### src/rtl/buck_interleave_pwm.sv
// N-phase interleaved synchronous-buck gate generator: one master period counter,
// per-phase offsets, dead time, minimum on-time and a sticky over-current trip.
module buck_interleave_pwm #(
  parameter int NUM_PHASE = 2,
  parameter int CNT_W     = 16,
  parameter int DEAD_TIME = 10,
  parameter int MIN_ON    = 5
) (
  input  logic                   clk,
  input  logic                   rst_n,
  input  logic                   enable,
  input  logic [CNT_W-1:0]       period,
  input  logic [CNT_W-1:0]       duty,
  input  logic                   cfg_load,
  input  logic                   over_current,
  input  logic                   fault_clear,
  output logic [2*NUM_PHASE-1:0] mosfet_out,
  output logic                   phase_sync,
  output logic                   cfg_err,
  output logic                   fault,
  output logic                   busy
);
  localparam int SHIFT = $clog2(NUM_PHASE);
  localparam int MUL_W = CNT_W + ((SHIFT > 0) ? SHIFT : 1);
  localparam logic [CNT_W-1:0] ONE      = CNT_W'(1);
  localparam logic [CNT_W-1:0] DT       = CNT_W'(DEAD_TIME);
  localparam logic [CNT_W-1:0] MIN_PER  = CNT_W'(2 * DEAD_TIME + 2);
  localparam logic [CNT_W-1:0] CLAMP    = CNT_W'(2 * DEAD_TIME + 1);
  localparam logic [CNT_W-1:0] MIN_ON_C = CNT_W'(MIN_ON);

  typedef enum logic [1:0] {S_IDLE, S_PRE, S_RUN} state_t;

  state_t                 state_q, state_d;
  logic                   enable_q;
  logic [CNT_W-1:0]       cnt_q, cnt_d;
  logic [CNT_W-1:0]       pre_cnt_q, pre_cnt_d;
  logic [CNT_W-1:0]       shadow_period_q, shadow_period_d;
  logic [CNT_W-1:0]       shadow_duty_q, shadow_duty_d;
  logic [CNT_W-1:0]       act_period_q, act_period_d;
  logic [CNT_W-1:0]       act_duty_q, act_duty_d;
  logic [2*NUM_PHASE-1:0] mosfet_q, mosfet_d;
  logic                   sync_q, sync_d;
  logic                   cfg_err_q, cfg_err_d;
  logic                   fault_q, fault_d;

  logic                   load_ok, load_bad, en_rise, start_ok, wrap, copy_act;
  logic [CNT_W-1:0]       src_period, src_duty, src_duty_eff, duty_max;
  logic [2*NUM_PHASE-1:0] gates;

  assign load_ok  = cfg_load && !over_current && (period >= MIN_PER);
  assign load_bad = cfg_load && !over_current && (period < MIN_PER);
  // fault_q masks enable edges so a restart always needs a fresh rise
  assign en_rise  = enable && !enable_q && !fault_q && !over_current && (state_q == S_IDLE);
  assign start_ok = en_rise && (load_ok || (shadow_period_q != '0));
  assign wrap     = (state_q == S_RUN) && (cnt_q == act_period_q - ONE);

  always_comb begin
    src_period = shadow_period_q;
    src_duty   = shadow_duty_q;
    if (en_rise && load_ok) begin
      src_period = period;
      src_duty   = duty;
    end
  end

  assign duty_max     = src_period - CLAMP;
  assign src_duty_eff = (src_duty < MIN_ON_C) ? '0 :
                        ((src_duty > duty_max) ? duty_max : src_duty);

  genvar gi;
  generate
    for (gi = 0; gi < NUM_PHASE; gi++) begin : g_phase
      logic [MUL_W-1:0] prod;
      logic [CNT_W-1:0] off_q, off_d, loc;

      assign prod  = MUL_W'(gi) * MUL_W'(src_period);
      assign off_d = copy_act ? CNT_W'(prod >> SHIFT) : off_q;
      // local count without a divider: wrap back into range by adding period
      assign loc = (cnt_q >= off_q) ? (cnt_q - off_q) : (cnt_q - off_q + act_period_q);
      assign gates[2*gi+1] = (act_duty_q != '0) && (loc >= DT) && (loc < DT + act_duty_q);
      assign gates[2*gi]   = (act_duty_q == '0) || (loc >= DT + DT + act_duty_q);

      always_ff @(posedge clk) begin
        if (!rst_n) off_q <= '0;
        else        off_q <= off_d;
      end
    end
  endgenerate

  always_ff @(posedge clk) begin
    if (!rst_n) begin
      state_q         <= S_IDLE;
      enable_q        <= 1'b0;
      cnt_q           <= '0;
      pre_cnt_q       <= '0;
      shadow_period_q <= '0;
      shadow_duty_q   <= '0;
      act_period_q    <= '0;
      act_duty_q      <= '0;
      mosfet_q        <= '0;
      sync_q          <= 1'b0;
      cfg_err_q       <= 1'b0;
      fault_q         <= 1'b0;
    end else begin
      state_q         <= state_d;
      enable_q        <= enable;
      cnt_q           <= cnt_d;
      pre_cnt_q       <= pre_cnt_d;
      shadow_period_q <= shadow_period_d;
      shadow_duty_q   <= shadow_duty_d;
      act_period_q    <= act_period_d;
      act_duty_q      <= act_duty_d;
      mosfet_q        <= mosfet_d;
      sync_q          <= sync_d;
      cfg_err_q       <= cfg_err_d;
      fault_q         <= fault_d;
    end
  end

  always_comb begin
    state_d = state_q;
    if (over_current || !enable) begin
      state_d = S_IDLE;
    end else begin
      case (state_q)
        S_IDLE:  if (start_ok) state_d = (DEAD_TIME > 1) ? S_PRE : S_RUN;
        S_PRE:   if (pre_cnt_q >= DT - ONE) state_d = S_RUN;
        S_RUN:   state_d = S_RUN;
        default: state_d = S_IDLE;
      endcase
    end
  end

  always_comb begin
    cnt_d           = cnt_q;
    pre_cnt_d       = pre_cnt_q;
    shadow_period_d = shadow_period_q;
    shadow_duty_d   = shadow_duty_q;
    act_period_d    = act_period_q;
    act_duty_d      = act_duty_q;
    copy_act        = 1'b0;
    fault_d         = fault_q;
    cfg_err_d       = load_bad || (en_rise && !start_ok);

    if (over_current)     fault_d = 1'b1;
    else if (fault_clear) fault_d = 1'b0;

    if (load_ok) begin
      shadow_period_d = period;
      shadow_duty_d   = duty;
    end

    if (state_d == S_IDLE) begin
      if (!over_current && !fault_q) cnt_d = '0;
    end else if (state_q == S_IDLE) begin
      copy_act  = 1'b1;
      cnt_d     = '0;
      pre_cnt_d = ONE;
    end else if (state_q == S_PRE) begin
      pre_cnt_d = pre_cnt_q + ONE;
    end else begin
      cnt_d    = wrap ? '0 : cnt_q + ONE;
      copy_act = wrap;
    end

    if (copy_act) begin
      act_period_d = src_period;
      act_duty_d   = src_duty_eff;
    end
  end

  always_comb begin
    mosfet_d = '0;
    sync_d   = 1'b0;
    if (state_q == S_RUN && state_d == S_RUN) begin
      mosfet_d = gates;
      sync_d   = (cnt_q == '0);
    end
  end

  assign mosfet_out = mosfet_q;
  assign phase_sync = sync_q;
  assign cfg_err    = cfg_err_q;
  assign fault      = fault_q;
  assign busy       = (state_q != S_IDLE);
endmodule
### config.mk
export PLATFORM = sky130hd
export DESIGN_NAME = buck_interleave_pwm
export DESIGN_NICKNAME = d
export VERILOG_FILES = /design/src/rtl/buck_interleave_pwm.sv
export SDC_FILE = /design/constraint.sdc
export NUM_CORES = 1
export LEC_CHECK = 0
export BUFFER_PORTS_ARGS = -buffer_cell sky130_fd_sc_hd__buf_4
export CELL_PAD_IN_SITES_DETAIL_PLACEMENT = 2
export CELL_PAD_IN_SITES_GLOBAL_PLACEMENT = 2
export CORE_MARGIN = 4
export CORE_UTILIZATION = 34
export CTS_CLUSTER_DIAMETER = 40
export CTS_CLUSTER_SIZE = 25
export DETAILED_ROUTE_END_ITERATION = 8
export PLACE_DENSITY_LB_ADDON = 0.15
export SYNTH_ARGS = -nofsm -noshare
export SYNTH_HDL_FRONTEND = slang
export SYNTH_SLANG_ARGS = --single-unit
### constraint.sdc
create_clock -name clk -period 5.1 [get_ports clk]
set_input_delay 0.765 -clock clk [delete_from_list [all_inputs] [get_ports clk]]
set_output_delay 0.765 -clock clk [all_outputs]
set_load 0.005 [all_outputs]
==> results of run 1 <==
sequential cells by signal, summed over array words and instances, names as in the netlist:
name	cells
act_duty_q	16
act_period_q	16
cnt_q	16
pre_cnt_q	16
shadow_duty_q	16
shadow_period_q	16
mosfet_out	4
state_q	2
cfg_err	1
enable_q	1
fault	1
phase_sync	1
synth_stat cells (3+ instances only):
cell type  count  area share, %
nor2b_1       23            1.5
nor4_1        26            1.7
xor2_1        47            4.2
nand3b_1       5           0.39
clkbuf_1      41            1.6
or2_0          4           0.26
o21bai_1       3           0.23
xnor2_1       55            5.0
mux2i_1       18            1.9
o31ai_1        6           0.46
a21o_1        26            2.0
buf_6          5           0.58
nand2b_1      13           0.84
nor3b_1        3           0.23
inv_1         54            2.1
a211oi_2       7           0.90
nor3_1        27            1.4
buf_2          6           0.31
dfxtp_1      106             22
nand3_1       28            1.4
and2_1         7           0.45
o2111ai_1      7           0.63
nor4b_1        3           0.27
o21a_1        10           0.77
a211o_1        4           0.36
o31a_1         3           0.27
nor2_1        97            3.7
o21ai_0       59            3.0
ha_1         120             15
and4_1         5           0.45
mux2_2         7           0.81
a22oi_1        3           0.23
a22o_1        10           0.90
o211ai_1       3           0.23
a31oi_1        9           0.58
nand2_1      205            7.9
and3_1        11           0.71
or3_1         13           0.84
nand4_1       23            1.5
a21oi_1      101            5.2
or2_2         12           0.77
a211oi_1      10           0.77
kinds of logic after synthesis:
family	share of synthesized area (%)
AOI/OAI and AO/OA	20.1
xor gates and xnor gates	9.20
adders and majority gates	15.9
buffers and inverters	4.64
DFF	21.8
muxes	2.82
and+or+nand+nor	25.6
worst register-to-register path: stages, from the launching register on:
cell       delay [ps]
dfxtp_1           390
buf_4             230
ha_1              270
nand2b_1          120
a21oi_2            90
o2111ai_1         330
nor2b_2           250
xnor2_2           150
ha_1              310
a21o_1            200
a21oi_1           260
a311o_1           290
buf_4             150
nor2_2             40
nor4_2            260
nor2_1            110
mux2i_2           230
inv_2             100
buf_6             130
ha_4              270
nand3_4            80
nor2_4            130
a211oi_2           70
and3_1            160
a221o_1           290
a31oi_1           130
final timing paths:
path	end	depth (start not counted)	start	slack, ps
setup / recovery	mosfet_out[2]	25	cnt_q[1]	10
hold / removal	shadow_duty_q[2]	2	shadow_duty_q[2]	470
setup reg to reg	mosfet_out[2]	25	cnt_q[1]	10
hold reg to reg	shadow_duty_q[2]	2	shadow_duty_q[2]	470
power by group:
| part | total, mW | switching (mW) | internal, mW |
|---|---|---|---|
| clock network | 0.774 | 0.424 | 0.350 |
| logic | 0.778 | 0.443 | 0.335 |
| registers | 0.861 | 0.0172 | 0.844 |
stage by stage:
stage          utilization, %  instance area (µm²)
2_1_floorplan               -                 9730
3_3_place_gp             39.3                11000
3_5_place_dp             39.3                11000
4_1_cts                  40.8                11400
5_1_grt                  41.5                11600
6_report                 41.5                11600
layer usage:
metal,wire length [µm],track usage (%)
met4,1060,6.61
met2,18200,41.9
met1,16800,29.4
met3,809,2.18
met5,0,0
what timing repair did:
action / CTS / global route
cloned: 0 / 0
resized for setup: 19 / 39
buffers inserted: 4 / 2
endpoints found under the setup margin: 2 / 5
pin swaps: 11 / 22
layout make-up:
class | instances | area share (%)
clock buffers | 9 | 1.94
clock inverters | 7 | 0.722
inverters | 54 | 1.75
multi-input cells | 1063 | 63.8
flip-flops and latches | 106 | 18.3
well taps | 378 | 4.07
repair buffers | 143 | 9.38
==> results.py, run 1 <==
metrics = {
    "run_status": {
        "status": "complete, no violations",
    },
    "layout": {
        "num_antenna_cells": 0,
        "multi_input_area_um2": 7420,
        "fill_cells": 3263,
        "seq_area_um2": 2120,
        "final_common_cell": "nand2_1",
        "area_growth_pct": 19.5,
        "stdcell_count": 1760,
        "drive_gt1_share_pct": 18.0,
        "final_cell_mix": "nand2_1 (205), buf_4 (141), ha_1 (114)",
        "final_nets": 1537,
    },
    "drt": {
        "vias_per_cell": 5.52,
        "wirelength_mm": 36.9,
        "drtIter0Drc": 371,
        "ant_nets": 0,
        "wire_per_inst_um": 21.0,
        "route.detailed.drc": 0,
        "first_pass_iters": 4,
        "vias": 9720,
    },
    "global_route": {
        "grt_pass1_wl_mm": 57.7,
        "grt_max_degree": 54,
        "grt_use_total_pct": 23.2,
        "grt_pass1_vias": 10400,
        "antenna_found_initial": 0,
        "grt-ovfl-total": 0,
    },
    "setup_path": {
        "worst-path-buf-inv": 4,
        "crit_path_end_kind": "flip-flop",
        "cp.required_ps": 5420,
        "startpoint_type": "flip-flop",
        "crit_fanout": 11,
        "path_class": "reg -> reg",
        "critPathMaxStageDelay_ps": 390,
        "slowest_stage": "dfxtp_1",
        "arrival_ps": 5410,
        "path_delay_family": "compound AO/OA/AOI/OAI gates",
    },
    "clock_tree": {
        "clk_pin_slew_ps": 100,
        "cts_tree": "built",
        "hold_buffers": 0,
        "clock_sinks": 106,
        "cts_root_buffer": "clkbuf_16",
        "clock_latency_ps": 390,
        "htreeDepth": 3,
        "cts_buffers": 9,
        "clockBufferDepth": 2,
    },
    "place": {
        "dp.cells": 1738,
        "portBuffers": 45,
        "pre_cts_slack_ps": -411,
        "hpwl_mm": 29.0,
        "gp_congestion": 0.863,
    },
    "floorplanning": {
        "dieWidth_um": 177,
        "io_pins": 46,
        "coreArea_um2": 28000,
        "floorplan.initialDensity_pct": 34.7,
        "fp.dieH_um": 177,
        "die_area_um2": 31300,
        "row_count": 61,
    },
    "yosys": {
        "synth.yosys.seq_area_share_pct": 21.8,
        "ys_seq_elements": 106,
        "syn_area_um2": 9720,
        "netlist_instances": 1277,
        "synth-edff-count": 0,
        "syn_nets": 1437,
        "yosys_warnings": 0,
        "avgSynthCellArea_um2": 7.61,
        "synthArstFlopShare_pct": 0,
        "synth-main-ff-cell": "dfxtp_1",
        "synth.distinct_cells": 80,
    },
    "job": {
        "cap_viol_max_count": 0,
    },
    "sta": {
        "tightest_slew_ps": 1000,
        "rsz0062_at_grt": "true",
        "setup-violations-final": 0,
        "min_period_ps": 5090,
        "clock.fmax_mhz": 196,
        "finalSetupTns_ps": 0,
        "hold_viol": 0,
        "skew_ps": 20.3,
        "layout_setup_ws_ps": 10.6,
        "post-route-period-util_pct": 99.8,
        "holdWs_ps": 466,
        "relSlewSlack_pct": 33.0,
        "maxSlewViolCount": 0,
    },
    "hold_path": {
        "hp-class": "reg -> reg",
    },
    "pwr": {
        "total_power_mw": 2.41,
        "p_leak_nw": 5.03,
        "peakVddDrop_v": 0.000141,
        "power_density_nw_per_um2": 208,
    },
}
No activity file was read; power rests on OpenSTA's default activity.
==> run 2: changes to the inputs <==
--- a/config.mk
+++ b/config.mk
@@ -8,7 +8,6 @@
 export BUFFER_PORTS_ARGS = -buffer_cell sky130_fd_sc_hd__buf_4
 export CELL_PAD_IN_SITES_DETAIL_PLACEMENT = 2
 export CELL_PAD_IN_SITES_GLOBAL_PLACEMENT = 2
-export CORE_MARGIN = 4
 export CORE_UTILIZATION = 34
 export CTS_CLUSTER_DIAMETER = 40
 export CTS_CLUSTER_SIZE = 25
==> run 2 against run 1 <==
  * The run now ends with setup timing left
  * Register-to-register slack worse by 180 ps
  * Power is 2.1% higher
  * Clock-buffer cell count stayed put
  * Sequential cell count stayed put
  * Design area is 1.5% higher
  * Die area is 6.7% lower
  * Utilization is 0.74 points higher
  * Global-route usage is 2.3 points higher
  * Critical path depth is 3 lower
  * Clock power hardly changed
  * Clock skew is 6.6 ps lower
  * Fmax is 3.4% lower
  * Highest routed layer unchanged
==> results.py, run 2 (synthesis results as in run 1) <==
metrics = {
    "clock_tree": {
        "clockBufferDepth": 2,
        "cts_tree": "built",
        "cts_buffers": 9,
        "cts_root_buffer": "clkbuf_16",
        "htreeDepth": 3,
        "clk_pin_slew_ps": 80,
        "clock_sinks": 106,
        "clock_latency_ps": 380,
    },
    "drt": {
        "wire_per_inst_um": 21.2,
        "vias_per_cell": 5.53,
        "first_pass_iters": 4,
        "route.detailed.drc": 0,
        "drtIter0Drc": 421,
        "vias": 9862,
        "wirelength_mm": 37.8,
        "ant_nets": 0,
    },
    "pwr": {
        "power_switching_uw": 868,
        "seqPwrFrac_pct": 35.0,
        "peakVddDrop_v": 0.000131,
        "p_leak_nw": 5.14,
        "power_density_nw_per_um2": 209,
        "clockPowerShare_pct": 31.4,
        "p_comb_share_pct": 33.6,
        "intPower_mw": 1.60,
        "total_power_mw": 2.46,
        "switching_share_pct": 35.2,
    },
    "setup_path": {
        "arrival_ps": 5550,
        "endpoint": "mosfet_out[3]",
        "crit_start": "act_period_q[6]",
        "startpoint_type": "flip-flop",
        "timing.rr.start": "act_period_q[6]",
        "cp.required_ps": 5380,
        "path_class": "reg -> reg",
        "r2r_slack_ps": -170,
        "crit_path_end_kind": "flip-flop",
        "crit_fanout": 6,
        "ff2ff_path_depth": 22,
        "r2r_end": "mosfet_out[3]",
    },
    "run_status": {
        "status": "finished, violations left",
        "failed_checks": "setup timing",
    },
    "global_route": {
        "grt_max_degree": 48,
        "grt_pass1_wl_mm": 57.5,
        "antenna_found_initial": 0,
        "grt-ovfl-total": 0,
        "grt_pass1_vias": 10500,
        "grt_use_total_pct": 25.5,
    },
    "sta": {
        "min_period_ps": 5270,
        "post-route-period-util_pct": 103,
        "clock.fmax_mhz": 190,
        "setup-violations-final": 2,
        "rsz0062_at_grt": "true",
        "skew_ps": 13.7,
        "maxSlewViolCount": 0,
        "hold_viol": 0,
        "finalSetupTns_ps": -256,
        "relSlewSlack_pct": 36.9,
        "layout_setup_ws_ps": -171,
        "tightest_slew_ps": 944,
    },
    "job": {
        "cap_viol_max_count": 0,
    },
    "place": {
        "portBuffers": 45,
        "place_area_um2": 11000,
        "gp_congestion": 0.873,
        "hpwl_mm": 28.9,
        "dp.cells": 1741,
    },
    "layout": {
        "drive_gt1_share_pct": 19.1,
        "area_growth_pct": 21.4,
        "stdcell_count": 1783,
        "final_common_cell": "nand2_1",
        "num_antenna_cells": 0,
        "fill_cells": 3289,
        "final_util_pct": 42.2,
        "fin_area_um2": 11800,
        "final_cell_mix": "nand2_1 (205), buf_4 (165), ha_1 (113)",
        "final_nets": 1560,
    },
    "floorplanning": {
        "dieWidth_um": 171,
        "io_pins": 46,
        "die_area_um2": 29300,
        "coreArea_um2": 27900,
        "row_count": 61,
        "floorplan.initialDensity_pct": 34.8,
        "fp.dieH_um": 171,
    },
    "hold_path": {
        "hp-class": "reg -> reg",
    },
}
-- run 2: changes by cell type in the layout (fill, tap and decap cells not counted), moves of 2 or more --
cell,previous run,this run
buf_4,141,165
clkinv_8,3,0
o21ai_1,5,8
inv_6,0,2
o21ai_2,6,3
-- run 2: through the flow --
| step | worst slack (ps) | hold WS [ps] |
|---|---|---|
| finish | -171 | 466 |
| global placement | -164 | 442 |
| CTS | 4.89 | 468 |
| floorplan | 85.9 | 433 |
| global route | -316 | 485 |
| detailed placement | -478 | 459 |
-- run 2: worst max-delay path: stages, from the launching register on --
cell and delay (ps):
dfxtp_1 370, inv_1 110, ha_1 300, or2_2 370, a21oi_1 350, nor3_1 140, o21ai_1 290, o41ai_4 160
ha_1 330, o2111a_1 210, o21ai_2 80, a311o_1 380, o21ai_2 220, nor4_1 90, nor4_2 290, xnor2_1 190
inv_1 140, ha_4 240, nand4_1 140, nor2_2 80, a2111oi_4 300, o21ai_1 150, a41oi_1 230
-- run 2: timing repair --
action	4_1_cts	5_1_grt
cloned	0	0
endpoints found under the setup margin	2	3
pin swaps	11	23
hold buffers	0	0
resized for setup	14	44
setup buffers	15	11
-- run 2: routing by layer --
metal	wire [µm]	track usage, %	share of wire (%)
met3	635	2.38	1.7
met1	17400	32.1	46
met5	0	0	0
met2	18800	45.1	50
met4	1060	8.85	2.8
-- run 2: worst min path at each step --
stage / start / end / slack, ps / depth (start not counted)
final: shadow_duty_q[2] / shadow_duty_q[2] / 470 / 2
after global placement: shadow_duty_q[2] / shadow_duty_q[2] / 440 / 2
after global routing: shadow_duty_q[2] / shadow_duty_q[2] / 490 / 2
after floorplan: shadow_duty_q[2] / shadow_duty_q[2] / 430 / 2
after detailed placement: shadow_duty_q[2] / shadow_duty_q[2] / 460 / 2
after CTS: shadow_duty_q[2] / shadow_duty_q[2] / 470 / 2
-- run 2: cell type report --
| class | count | area, µm² | share of cell area [%] |
|---|---|---|---|
| Clock inverter | 7 | 76.3 | 0.647 |
| Timing Repair Buffer | 166 | 1250 | 10.6 |
| Multi-Input combinational cell | 1063 | 7440 | 63.1 |
| Sequential cell | 106 | 2120 | 18.0 |
| Inverter | 54 | 203 | 1.72 |
| Clock buffer | 9 | 225 | 1.91 |
| Tap cell | 378 | 473 | 4.01 |
-- run 2: power groups by stage --
| stage | sequential, mW | clock [mW] | combinational, mW |
|---|---|---|---|
| finish | 0.862 | 0.773 | 0.828 |
| global route | 0.864 | 0.828 | 0.900 |
| CTS | 0.861 | 0.798 | 0.738 |
| detailed placement | 0.881 | 0 | 0.700 |
| global placement | 0.880 | 0 | 0.671 |
| floorplan | 0.875 | 0 | 0.434 |
